==> config.mk <==
export PLATFORM = sky130hd
export DESIGN_NAME = fns_enc_07_seq
export DESIGN_NICKNAME = d
export VERILOG_FILES = /design/src/rtl/fns_enc_07_seq.sv
export SDC_FILE = /design/constraint.sdc
export NUM_CORES = 1
export LEC_CHECK = 0
export CAP_MARGIN = 20
export CORE_ASPECT_RATIO = 0.8
export CORE_UTILIZATION = 50
export DETAILED_ROUTE_END_ITERATION = 8
export HOLD_SLACK_MARGIN = 0.06
export PLACE_DENSITY = 0.79
export REMOVE_ABC_BUFFERS = 1
export SETUP_SLACK_MARGIN = 0.1
export SLEW_MARGIN = 40
export SYNTH_ARGS = -nofsm -noshare
export SYNTH_HDL_FRONTEND = slang
export SYNTH_SLANG_ARGS = --single-unit
==> constraint.sdc <==
create_clock -name clk -period 3.9 [get_ports clk]
set_clock_uncertainty 0.15 [all_clocks]
set_input_delay 0.39 -clock clk [delete_from_list [all_inputs] [get_ports clk]]
set_output_delay 0.39 -clock clk [all_outputs]
set_load 0.05 [all_outputs]
==> src/rtl/fns_enc_07_seq.sv <==
// Sequential binary-to-Fibonacci (Zeckendorf) encoder: 6-bit value in, 7-bit codeword out, one weight per cycle.
// Optional range check enabled by defining FNS_ENC_RANGECHK_EN (flags datain > 33 with err=1, codeout=0).
module fns_enc_07_seq (
  input  logic       clk,
  input  logic       rst,
  input  logic       in_valid,
  output logic       in_ready,
  input  logic [5:0] datain,
  output logic       out_valid,
  input  logic       out_ready,
  output logic [6:0] codeout,
  output logic       err
);

  // Data width of the FNS family (FBLEN07); code width follows from the seven weights.
  localparam int FBLEN07 = 6;
  localparam logic [FBLEN07-1:0] MAX_LEGAL = 6'd33;

  typedef enum logic [1:0] {IDLE, CONV, DONE} state_t;

  state_t             state_q, state_d;
  logic [FBLEN07-1:0] rem_q, rem_d;
  logic [2:0]         step_q, step_d;
  logic [6:0]         bits_q, bits_d;
  logic [6:0]         code_q, code_d;
  logic               in_ready_q, in_ready_d;
  logic               out_valid_q, out_valid_d;
  logic [FBLEN07-1:0] weight_cur;

  function automatic logic [FBLEN07-1:0] fib_weight(input logic [2:0] s);
    case (s)
      3'd0:    fib_weight = 6'd1;
      3'd1:    fib_weight = 6'd2;
      3'd2:    fib_weight = 6'd3;
      3'd3:    fib_weight = 6'd5;
      3'd4:    fib_weight = 6'd8;
      3'd5:    fib_weight = 6'd13;
      3'd6:    fib_weight = 6'd21;
      default: fib_weight = 6'd0;
    endcase
  endfunction

`ifdef FNS_ENC_RANGECHK_EN
  logic err_q, err_d;
  logic oor_q, oor_d;
`endif

  always_comb begin
    state_d    = state_q;
    rem_d      = rem_q;
    step_d     = step_q;
    bits_d     = bits_q;
    code_d     = code_q;
    weight_cur = fib_weight(step_q);
`ifdef FNS_ENC_RANGECHK_EN
    err_d      = err_q;
    oor_d      = oor_q;
`endif
    case (state_q)
      IDLE: begin
        if (in_valid && in_ready_q) begin
          state_d = CONV;
          rem_d   = datain;
          step_d  = 3'd6;
          bits_d  = 7'd0;
`ifdef FNS_ENC_RANGECHK_EN
          oor_d   = (datain > MAX_LEGAL);
`endif
        end
      end
      CONV: begin
        // Greedy step: subtract only when it fits, so the remainder never wraps.
        if (rem_q >= weight_cur) begin
          bits_d[step_q] = 1'b1;
          rem_d          = rem_q - weight_cur;
        end else begin
          bits_d[step_q] = 1'b0;
        end
        if (step_q == 3'd0) begin
          state_d = DONE;
          code_d  = bits_d;
`ifdef FNS_ENC_RANGECHK_EN
          if (oor_q) begin
            code_d = 7'd0;
            err_d  = 1'b1;
          end else begin
            err_d  = 1'b0;
          end
`endif
        end else begin
          step_d = step_q - 3'd1;
        end
      end
      DONE: begin
        if (out_ready) state_d = IDLE;
      end
      default: state_d = IDLE;
    endcase
    in_ready_d  = (state_d == IDLE);
    out_valid_d = (state_d == DONE);
  end

  always_ff @(posedge clk or posedge rst) begin
    if (rst) begin
      state_q     <= IDLE;
      rem_q       <= '0;
      step_q      <= '0;
      bits_q      <= '0;
      code_q      <= '0;
      in_ready_q  <= 1'b0;
      out_valid_q <= 1'b0;
`ifdef FNS_ENC_RANGECHK_EN
      err_q       <= 1'b0;
      oor_q       <= 1'b0;
`endif
    end else begin
      state_q     <= state_d;
      rem_q       <= rem_d;
      step_q      <= step_d;
      bits_q      <= bits_d;
      code_q      <= code_d;
      in_ready_q  <= in_ready_d;
      out_valid_q <= out_valid_d;
`ifdef FNS_ENC_RANGECHK_EN
      err_q       <= err_d;
      oor_q       <= oor_d;
`endif
    end
  end

  assign in_ready  = in_ready_q;
  assign out_valid = out_valid_q;
  assign codeout   = code_q;
`ifdef FNS_ENC_RANGECHK_EN
  assign err       = err_q;
`else
  assign err       = 1'b0;
`endif

endmodule

==> results of run 1 <==
## metrics by stage
step,cells,util (%),area (µm²)
final,223,62.8,1800
after global routing,223,62.8,1800
after CTS,223,62.8,1800
after detailed placement,219,61.2,1760
after global placement,219,61.2,1760
after floorplan,162,-,1520
## metal layers
metal	wire length (µm)	track usage [%]
met4	56	7.41
met2	1450	33.7
met1	1540	30.0
met5	0	0
met3	214	5.43
## final timing paths
path	end	slack (ns)	startpoint
min	rem_q[5]$_DFFE_PP0P_	0.32	rst
max in group asynchronous	codeout[5]$_DFFE_PP0P_	2.90	rst
min reg2reg	codeout[4]$_DFFE_PP0P_	0.33	codeout[4]$_DFFE_PP0P_
max	rem_q[2]$_DFFE_PP0P_	0.33	step_q[0]$_DFFE_PP0P_
max reg2reg	rem_q[2]$_DFFE_PP0P_	0.33	step_q[0]$_DFFE_PP0P_
min in group clk	codeout[4]$_DFFE_PP0P_	0.33	codeout[4]$_DFFE_PP0P_
## sequential cells by signal, indices dropped and copies added (netlist names)
| register | count |
|---|---|
| bits_q | 7 |
| codeout | 7 |
| rem_q | 6 |
| step_q | 3 |
| state_q | 2 |
| in_ready | 1 |
| out_valid | 1 |
## cells by family after synthesis
logic type | count (synthesis) | synth area share, %
AO/OA/AOI/OAI | 47 | 21.4
XOR/XNOR | 4 | 2.22
adder cells (fa/ha/maj) | 11 | 9.19
buffers and inverters | 18 | 5.70
flip-flops | 27 | 42.8
other | 1 | 0.237
AND/OR/NAND/NOR | 63 | 18.5
## cell type report
cell class,count,area (µm²)
clock buffers,3,41.3
clock inverters,1,5.00
fillers,230,1070
inverters,9,33.8
multi-input cells,126,813
flip-flops and latches,27,676
well taps,38,47.5
repair buffers,19,188
## what timing repair did
action | CTS | global route
endpoints found under the hold margin | 0 | 0
hold buffers | 0 | 0
setup endpoints to repair | 0 | 1
gates resized for setup | 0 | 1
## worst max-delay path: stages (launching register included)
cell and delay, ns:
dfrtp_1 0.54, inv_1 0.27, ha_1 0.21, nor2_1 0.07, nand2_1 0.06, o21ai_0 0.13
nand2_1 0.10, ha_1 0.15, inv_1 0.05, fa_1 0.40, a21o_1 0.21, a2111oi_2 0.39
or3_1 0.32, buf_4 0.24, nand3_1 0.09, o211ai_1 0.11
## cells in the final DEF, fill, tap and decap left out, drive strengths merged, types with 4 or more instances in the layout
cell type,Yosys,routed
ha,10,10
o211ai,5,5
nor3,4,4
a31oi,5,5
nand3,7,7
a21oi,5,5
clkdlybuf4s50,0,18
nand2,28,28
nor2,11,11
o21ai,18,18
inv,8,8
dfrtp,27,27
==> impl_metrics.csv, run 1 <==
group,metric,value,unit
status,status,"complete, no violations",
clocking,cts-htree-levels,1,
global_route,grt_pass1_vias,1178,
route,via_per_inst,5.74,
yosys,synth-warning-count,0,
global_route,grtUsageTotal,21.9,%
min_path,hold_path_class,"input pin to asynchronous set/reset pin",
placed_design,gp_congestion,0.948,
sta,worst_slew_pin_slew,0.564,ns
placed_design,dpl.hpwl,2.37,mm
route,wl_per_cell,14.6,µm
sta,fmax,280,MHz
critical_path,cp-start-kind,"flop",
yosys,ys_seq_area_share,42.8,%
floorplanning,rows,17,
critical_path,crit_fanout,13,
global_route,grt_pass1_wl,5.48,mm
critical_path,rr_worst_depth,15,
sta,max_slew_margin,62.3,%
floorplanning,die_h,52.3,µm
yosys,syn-instance-count,171,
clocking,cts_buffers,3,
global_route,grt_max_degree,28,
critical_path,cp.required,3.95,ns
floorplanning,coreArea,2870,µm²
run,drv_cap,0,
clocking,clk_latency,0.28,ns
critical_path,timing.critical_path.to_type,"flop",
yosys,synth_ff_type,"dfrtp_1",
route,drt-pass1-iter-count,4,
final_layout,drive_gt1_share,7.03,%
critical_path,cp.arrival,3.62,ns
yosys,async_reset_ff_share,100,%
route,antenna_left,0,
yosys,yosysUniqueCellTypes,37,
floorplanning,dieWidth,64.8,µm
sta,tns,0,ns
sta,fin_crit_sh,91.5,%
sta,report.final.slew_viol_count,0,
route,drc,0,
clocking,root_buffer,"clkbuf_8",
yosys,synth_top_area_share,42.8,%
yosys,synth_area_leader_cell,"dfrtp_1",
sta,setup_slack,0.331,ns
yosys,synth.avg_cell_area,9.23,µm²
sta,rsz0062_at_grt,"false",
sta,min_period,3.57,ns
clocking,cts_tree,"built",
sta,whs,0.322,ns
final_layout,fin_nets,207,
final_layout,n_antenna_cell,0,
critical_path,crit_type,"flop to flop",
route,vias,1279,
yosys,synth-seq-cells,27,
yosys,synth_area_leaders,"dfrtp_1 (43%), ha_1 (7.9%), nand2_1 (6.7%)",
clocking,cts_buffer_depth,2,
route,routed_wl,3.25,mm
floorplanning,io-pin-count,20,
placed_design,portBuffers,18,
placed_design,post-place-ws,0.358,ns
yosys,netlist_top_cells_count,"nand2_1 (28), dfrtp_1 (27), o21ai_0 (17), nor2_1 (11), ha_1 (10)",
yosys,netlist_area,1580,µm²
clocking,cts.sinks,27,
clocking,cts_setup_buffers,0,
final_layout,synthToLayoutAreaGrowth,14.3,%
floorplanning,die-area,3390,µm²
clocking,path_clk_slew,0.10,ns
global_route,grt_overflow_total,0,
yosys,synth_most_common_cell,"nand2_1",
route,drt_iter0_drc,83,
sta,final-hold-violation-count,0,
global_route,antenna_found_initial,0,
yosys,synth_edf_count,0,
sta,setup_violations,0,
floorplanning,start_util,55.0,%
Power of run 1 is not shown: default switching activity piles up to over one toggle a cycle in this logic, so the estimate is an artifact.
==> run 2, diff against run 1 <==
- CELL_PAD_IN_SITES_DETAIL_PLACEMENT: unset -> 2
- CELL_PAD_IN_SITES_GLOBAL_PLACEMENT: unset -> 2
- CORE_UTILIZATION: 50 -> 34
- PLACE_DENSITY: 0.79 -> 0.85
==> impl_metrics.csv, run 2 (synthesis gave the netlist of run 1 again) <==
group,metric,value,unit
floorplanning,coreArea,4310,µm²
route,via_per_inst,5.32,
route,drt-pass1-iter-count,4,
critical_path,cp.arrival,3.54,ns
clocking,cts.sinks,27,
sta,fmax,283,MHz
route,routed_wl,4.34,mm
sta,setup_violations,0,
status,status,"complete, no violations",
floorplanning,rows,21,
floorplanning,dieWidth,78.2,µm
sta,whs,0.334,ns
sta,final-hold-violation-count,0,
route,vias,1287,
clocking,root_buffer,"clkbuf_8",
floorplanning,start_util,36.6,%
route,drc,0,
sta,report.final.slew_viol_count,0,
clocking,cts_tree,"built",
floorplanning,io-pin-count,20,
route,antenna_left,0,
final_layout,n_antenna_cell,0,
clocking,clk_latency,0.27,ns
clocking,cts_buffer_depth,2,
final_layout,final_common_cell,"nand2_1",
global_route,grt_overflow_total,0,
final_layout,fin_area,1830,µm²
global_route,grt_pass1_vias,1460,
critical_path,cp.required,3.91,ns
floorplanning,die_h,63.0,µm
clocking,cts_hold_buf,0,
clocking,cts_setup_buffers,0,
run,drv_cap,0,
global_route,antenna_found_initial,0,
critical_path,crit_type,"flop to flop",
placed_design,dpl-instance-area,1780,µm²
final_layout,fin_util,42.6,%
route,wl_per_cell,17.9,µm
critical_path,crit_fanout,14,
final_layout,final_cell_mix,"nand2_1 (28), dfrtp_1 (26), clkdlybuf4s50_1 (18), o21ai_0 (17), nor2_1 (11)",
final_layout,synthToLayoutAreaGrowth,16.2,%
global_route,grtUsageTotal,19.6,%
placed_design,portBuffers,18,
clocking,cts-htree-levels,1,
min_path,hold_path_class,"flop to flop",
clocking,cts_buffers,3,
critical_path,cp-start-kind,"flop",
global_route,grt_max_degree,28,
sta,tns,0,ns
sta,worst_slew_pin_slew,0.563,ns
sta,min_period,3.53,ns
placed_design,dpl.hpwl,3.30,mm
sta,fin_crit_sh,90.5,%
sta,max_slew_margin,62.4,%
critical_path,timing.critical_path.to_type,"flop",
sta,rsz0062_at_grt,"false",
clocking,path_clk_slew,0.09,ns
final_layout,drive_gt1_share,8.65,%
route,drt_iter0_drc,49,
placed_design,gp_congestion,0.781,
clocking,cts_resized,0,
floorplanning,die-area,4920,µm²
global_route,grt_pass1_wl,7.50,mm
final_layout,fin_nets,207,
-- run 2: cell counts in the layout (fill, tap and decap cells not counted) --
Identical to the previous run, type by type.
-- run 2: metal layers --
metal	up-vias	part of all wire (%)	track usage, %
li1	623	-	-
met1	642	49	27.4
met2	20	47	32.0
met3	2	3.2	3.21
met4	0	0.62	3.47
met5	-	0	0
-- run 2: critical path, cell delays in order (launching register included) --
cell and delay, ns:
dfrtp_1 0.58, inv_2 0.25, ha_1 0.21, nor2_1 0.06, nor2_1 0.14, o21ai_0 0.10, nand2_1 0.09, ha_1 0.16
inv_1 0.06, fa_1 0.40, a21o_1 0.20, a2111oi_2 0.43, or3_4 0.27, nor3b_1 0.07, a221o_1 0.25
-- run 2: cell type report --
type / instances / area [µm²]
Clock buffer: 3 / 41.3
Timing Repair Buffer: 19 / 188
Inverter: 9 / 33.8
Tap cell: 57 / 71.3
Multi-Input combinational cell: 126 / 818
Sequential cell: 27 / 677
Clock inverter: 1 / 5.00
Fill cell: 485 / 2470
-- run 2: path summary, 6_finish.rpt --
path,startpoint,to,slack [ns],cells after the start
worst max-delay path,step_q[1]$_DFFE_PP0P_,rem_q[5]$_DFFE_PP0P_,0.37,14
worst min-delay path,codeout[4]$_DFFE_PP0P_,codeout[4]$_DFFE_PP0P_,0.33,2
worst max register to register,step_q[1]$_DFFE_PP0P_,rem_q[5]$_DFFE_PP0P_,0.37,14
worst min register to register,codeout[4]$_DFFE_PP0P_,codeout[4]$_DFFE_PP0P_,0.33,2
max in group asynchronous,rst,step_q[0]$_DFFE_PP0P_,2.85,2
min in group asynchronous,rst,in_ready$_DFF_PP0_,0.34,2
-- run 2: stage by stage --
step | worst slack, ns | cells
2_1_floorplan | 0.535 | 162
3_3_place_gp | 0.390 | 238
3_5_place_dp | 0.163 | 238
4_1_cts | 0.101 | 242
5_1_grt | 0.150 | 242
6_report | 0.370 | 242
Power of run 2 is left out for the same reason.
